File: src/rtl/reg_bank_arbiter.sv
// Round-robin arbiter giving N requesters locked write access to one shared W-bit register.
// An owner keeps the register for up to MAX_BURST writes; a release re-arbitrates in the same edge.
module reg_bank_arbiter #(
  parameter int N         = 4,
  parameter int W         = 8,
  parameter int MAX_BURST = 4
) (
  input  logic           clk,
  input  logic           rst,
  input  logic [N-1:0]   req,
  input  logic [N-1:0]   lock,
  input  logic [N*W-1:0] wdata,
  output logic [N-1:0]   gnt,
  output logic [W-1:0]   q,
  output logic           q_valid,
  output logic [2:0]     owner,
  output logic           busy
);

  localparam logic [2:0] LAST_IDX    = 3'(N - 1);
  localparam logic [4:0] BURST_LIMIT = 5'(MAX_BURST);

  typedef enum logic {IDLE = 1'b0, OWN = 1'b1} state_t;

  state_t       state_reg, state_next;
  logic [N-1:0] gnt_reg, gnt_next;
  logic [W-1:0] q_reg, q_next;
  logic         q_valid_reg, q_valid_next;
  logic [2:0]   owner_reg, owner_next;
  logic [2:0]   ptr_reg, ptr_next;
  logic [3:0]   burst_cnt_reg, burst_cnt_next;

  logic [7:0]   req_ext, lock_ext, arb_mask;
  logic [W-1:0] wdata_arr [8];
  logic [2:0]   arb_start, arb_winner, search_idx, owner_inc;
  logic         arb_found;
  logic [N-1:0] winner_onehot;
  logic         write_en, keep_own, release_own;
  logic [4:0]   cnt_inc;

  // Widen per-requester inputs to 8 lanes so a 3-bit owner index is always in range.
  genvar gi;
  generate
    for (gi = 0; gi < 8; gi++) begin : g_lane
      if (gi < N) begin : g_used
        assign req_ext[gi]   = req[gi];
        assign lock_ext[gi]  = lock[gi];
        assign wdata_arr[gi] = wdata[gi*W +: W];
      end else begin : g_unused
        assign req_ext[gi]   = 1'b0;
        assign lock_ext[gi]  = 1'b0;
        assign wdata_arr[gi] = '0;
      end
    end
    for (gi = 0; gi < N; gi++) begin : g_onehot
      assign winner_onehot[gi] = (arb_winner == 3'(gi));
    end
  endgenerate

  assign write_en    = (state_reg == OWN) && req_ext[owner_reg];
  assign cnt_inc     = {1'b0, burst_cnt_reg} + 5'd1;
  assign keep_own    = write_en && lock_ext[owner_reg] && (cnt_inc < BURST_LIMIT);
  assign release_own = (state_reg == OWN) && !keep_own;
  assign owner_inc   = (owner_reg == LAST_IDX) ? 3'd0 : owner_reg + 3'd1;

  // A releasing owner is masked out and the search starts just above it.
  always_comb begin
    arb_mask  = req_ext;
    arb_start = ptr_reg;
    if (state_reg == OWN) begin
      arb_mask[owner_reg] = 1'b0;
      arb_start           = owner_inc;
    end
  end

  always_comb begin
    arb_found  = 1'b0;
    arb_winner = '0;
    search_idx = arb_start;
    for (int k = 0; k < N; k++) begin
      if (!arb_found && arb_mask[search_idx]) begin
        arb_found  = 1'b1;
        arb_winner = search_idx;
      end
      search_idx = (search_idx == LAST_IDX) ? 3'd0 : search_idx + 3'd1;
    end
  end

  // State register
  always_ff @(posedge clk or posedge rst) begin
    if (rst) begin
      state_reg <= IDLE;
    end else begin
      state_reg <= state_next;
    end
  end

  // Next-state logic
  always_comb begin
    state_next = state_reg;
    case (state_reg)
      IDLE:    if (arb_found) state_next = OWN;
      OWN:     if (release_own && !arb_found) state_next = IDLE;
      default: state_next = IDLE;
    endcase
  end

  always_comb begin
    gnt_next       = gnt_reg;
    q_next         = q_reg;
    q_valid_next   = write_en;
    owner_next     = owner_reg;
    ptr_next       = ptr_reg;
    burst_cnt_next = burst_cnt_reg;
    if (write_en) begin
      q_next         = wdata_arr[owner_reg];
      burst_cnt_next = cnt_inc[3:0];
    end
    if (release_own) begin
      ptr_next = owner_inc;
    end
    if ((state_reg == IDLE) || release_own) begin
      if (arb_found) begin
        owner_next     = arb_winner;
        gnt_next       = winner_onehot;
        burst_cnt_next = '0;
      end else if (release_own) begin
        gnt_next       = '0;
        burst_cnt_next = '0;
      end
    end
  end

  always_ff @(posedge clk or posedge rst) begin
    if (rst) begin
      gnt_reg       <= '0;
      q_reg         <= '0;
      q_valid_reg   <= 1'b0;
      owner_reg     <= '0;
      ptr_reg       <= '0;
      burst_cnt_reg <= '0;
    end else begin
      gnt_reg       <= gnt_next;
      q_reg         <= q_next;
      q_valid_reg   <= q_valid_next;
      owner_reg     <= owner_next;
      ptr_reg       <= ptr_next;
      burst_cnt_reg <= burst_cnt_next;
    end
  end

  // Output logic
  always_comb begin
    gnt     = gnt_reg;
    q       = q_reg;
    q_valid = q_valid_reg;
    owner   = owner_reg;
    busy    = (state_reg == OWN);
  end

  a_gnt_onehot0: assert property (@(posedge clk) disable iff (rst) $onehot0(gnt_reg));
  a_busy_gnt:    assert property (@(posedge clk) disable iff (rst) busy == (gnt_reg != '0));

endmodule
File: config.mk
export PLATFORM = sky130hd
export DESIGN_NAME = reg_bank_arbiter
export DESIGN_NICKNAME = d
export VERILOG_FILES = /design/src/rtl/reg_bank_arbiter.sv
export SDC_FILE = /design/constraint.sdc
export NUM_CORES = 1
export LEC_CHECK = 0
export ABC_AREA = 1
export BUFFER_PORTS_ARGS = -buffer_cell sky130_fd_sc_hd__buf_2
export CELL_PAD_IN_SITES_DETAIL_PLACEMENT = 0
export CELL_PAD_IN_SITES_GLOBAL_PLACEMENT = 1
export CORE_MARGIN = 3
export CORE_UTILIZATION = 36
export DETAILED_ROUTE_END_ITERATION = 10
export PLACE_DENSITY_LB_ADDON = 0.2
export SKIP_LAST_GASP = 1
export SLEW_MARGIN = 5
export SYNTH_ARGS = -nofsm -noshare
export SYNTH_HDL_FRONTEND = slang
export SYNTH_SLANG_ARGS = --single-unit
File: constraint.sdc
create_clock -name clk -period 3.5 [get_ports clk]
set_clock_uncertainty 0.2 [all_clocks]
set_input_delay 0.875 -clock clk [delete_from_list [all_inputs] [get_ports clk]]
set_output_delay 0.875 -clock clk [all_outputs]
set_load 0.05 [all_outputs]
==> results_dict.tcl <==
set metrics [dict create \
    crit_path_end "gnt[0]" \
    critPathMaxFanout 6 \
    tightest_slew_ps 895 \
    seq_area_frac_synth_pct 32.0 \
    hold_viol_final 0 \
    crit_buf_inv 3 \
    switchingPower_uw 149 \
    layout_common_cells "buf_2 (58), nor2_1 (56), nand2_1 (35)" \
    worst_path_largest_cell_delay_ps 440 \
    synth-edff-count 0 \
    max_freq_mhz 353 \
    rsz0062_at_grt "false" \
    endpoint_kind "flip-flop" \
    largest_register_ffs 8 \
    die_w_um 78.2 \
    drcViolationCount 0 \
    synthArstFlopShare_pct 100 \
    hold_buffers 0 \
    io_pins 59 \
    critPathLaunchType "flip-flop" \
    avgRoutedWirePerCell_um 13.0 \
    crit_required_ps 3460 \
    fin_crit_ps 2830 \
    design_area_mm2 0.00226 \
    place_ws_ps 675 \
    min_path_type "flip-flop to flip-flop" \
    drv_slew 0 \
    final_common_cell "buf_2" \
    seq_area_um2 601 \
    ys_seq_elements 24 \
    vias 1869 \
    antenna_found_initial 0 \
    sw_frac_of_total_pct 27.3 \
    coreArea_mm2 0.00488 \
    grt_max_degree 25 \
    ys_warn_count 0 \
    die_h_um 78.2 \
    max-vdd-ir-drop_v 0.000112 \
    r2r_setup_slack_ps 670 \
    fin_ws_ps 669 \
    cts_sinks 24 \
    rows 25 \
    portBuffers 58 \
    cp_data_arrival_time_ps 2790 \
    gp_congestion 0.770 \
    filler_cell_count 542 \
    grt_pass1_vias 1868 \
    crit_chain "ha_1 > inv_1 > nand2_1 > o21ai_2 > inv_1 > ha_1 > nand3_2 > nand2_4 > nand2_1 > nand3_1 > inv_1 > nor2_2 > nand4_1 > nand3_2 > nand2_2 > nand3_1 > nand2_1" \
    path_class "flip-flop to flip-flop" \
    pwr-share-comb_pct 17.2 \
    avgViaCountPerCell 4.87 \
    pwr-share-seq_pct 53.7 \
    area_delta_synth_final_pct 20.8 \
    cts_resized 0 \
    htreeDepth 1 \
    worst-path-stages 17 \
    drive_gt1_share_pct 32.5 \
    crit_start "owner[1]" \
    power_uw 547 \
    reg2reg_to "gnt[0]" \
    clk_latency_ps 260 \
    multi_input_area_mm2 0.00111 \
    slowest_stage "dfrtp_1" \
    reg2regPathDepth 17 \
    firstDrtPassIters 4 \
    setup_tns_ps 0 \
    initial_utilization_pct 38.4 \
    antenna_left 0 \
    syn_area_mm2 0.00187 \
    p_int_uw 397 \
    timing.rr.start "owner[1]" \
    maxCapViolCount 0 \
    drt_iter0_drc 65 \
    grtUsageTotal_pct 17.4 \
    cts-root-buf "clkbuf_8" \
    slew-limit-headroom_pct 40.3 \
    syn_nets 309 \
    status "completed" \
    diodes 0 \
    period_share_pct 80.9 \
    p_per_area_mw_per_mm2 241 \
    synthCells 262 \
    synth.distinct_cells 35 \
    syn_area_per_cell_um2 7.15 \
    worst_path_dominant_cell_family "simple AND/OR/NAND/NOR gates" \
    cts_setup_buffers 0 \
    clockPowerShare_pct 29.1 \
    die_area_mm2 0.00611 \
    numCtsBuffers 3 \
    yosys_most_used_dff "dfrtp_1" \
    grt_pass1_wl_um 8650 \
    p_leak_uw 0.00119 \
    num-nets-final 366 \
    grt_overflow 0 \
    max-clock-path-buffers 2 \
    setup_viol 0 \
    clkTransAtPathRegs_ps 80 \
    holdWs_ps 285 \
    placed_area_mm2 0.00222 \
    post-dp-hpwl_um 3980 \
    routed_wl_um 5010 \
    cts_tree "built" \
]
[area by class of cell]
class | instances | area share (%)
flip-flops and latches | 24 | 26.5
inverters | 29 | 5.08
repair buffers | 61 | 13.8
clock buffers | 3 | 1.82
multi-input cells | 200 | 49.1
well taps | 67 | 3.70
[cell usage after synthesis (2+ instances only)]
master    count  share of area [%]
nand3_2      12                6.4
nor2_1       56                 11
nand3_1      16                4.3
a21oi_1       6                1.6
o21ai_1       4                1.1
buf_2         5                1.3
nand4_1       4                1.3
nor2_4        3                1.8
nand2_4       3                1.8
inv_2         2               0.40
ha_1          5                3.3
nand2_1      35                7.0
xor2_1        2               0.93
inv_1        25                5.0
a31oi_1       8                2.7
o21ai_0      24                6.4
nand2_2       8                2.7
dfrtp_1      24                 32
clkbuf_1      2               0.40
o21ai_2       3                1.4
[logic make-up after synthesis]
kind of cell	Yosys count	share of synthesized area (%)
buf+inv	38	8.68
fa+ha+maj	5	3.34
compound gates	50	15.8
flops	24	32.0
xor+xnor	3	1.40
simple gates	142	38.8
[per-layer routing]
| layer | routed length (µm) | track usage, % | vias up |
|---|---|---|---|
| met5 | 0 | 0 | - |
| met4 | 21 | 3.85 | 0 |
| met3 | 259 | 2.29 | 4 |
| met2 | 2320 | 28.6 | 48 |
| met1 | 2410 | 24.4 | 850 |
| li1 | - | - | 967 |
[power groups by stage]
stage               Clock (µW)  Combinational, µW  Sequential (µW)
floorplan                    0               26.0              330
global placement             0               95.5              299
detailed placement           0               95.4              299
CTS                        161               95.5              294
global route               175                104              295
finish                     159               93.9              294
[worst min path at each step]
stage	startpoint	cells after the start	slack, ps	endpoint
final	gnt[0]	2	290	gnt[0]
after global routing	gnt[0]	2	320	gnt[0]
after CTS	ptr_reg[2]	2	290	ptr_reg[2]
after detailed placement	ptr_reg[2]	2	270	ptr_reg[2]
after global placement	gnt[3]	2	270	gnt[3]
after floorplan	ptr_reg[2]	2	240	ptr_reg[2]
[worst min-delay path, stage by stage (launching register included)]
cell	delay, ps
dfrtp_1	350
nand2_1	50
nand2_1	60
[metrics by stage]
| stage | utilization [%] | std cells |
|---|---|---|
| floorplan | - | 262 |
| global placement | 45.6 | 381 |
| detailed placement | 45.6 | 381 |
| CTS | 46.4 | 384 |
| global route | 46.4 | 384 |
| finish | 46.4 | 384 |
Note: power is estimated with default switching activity, not from simulation.
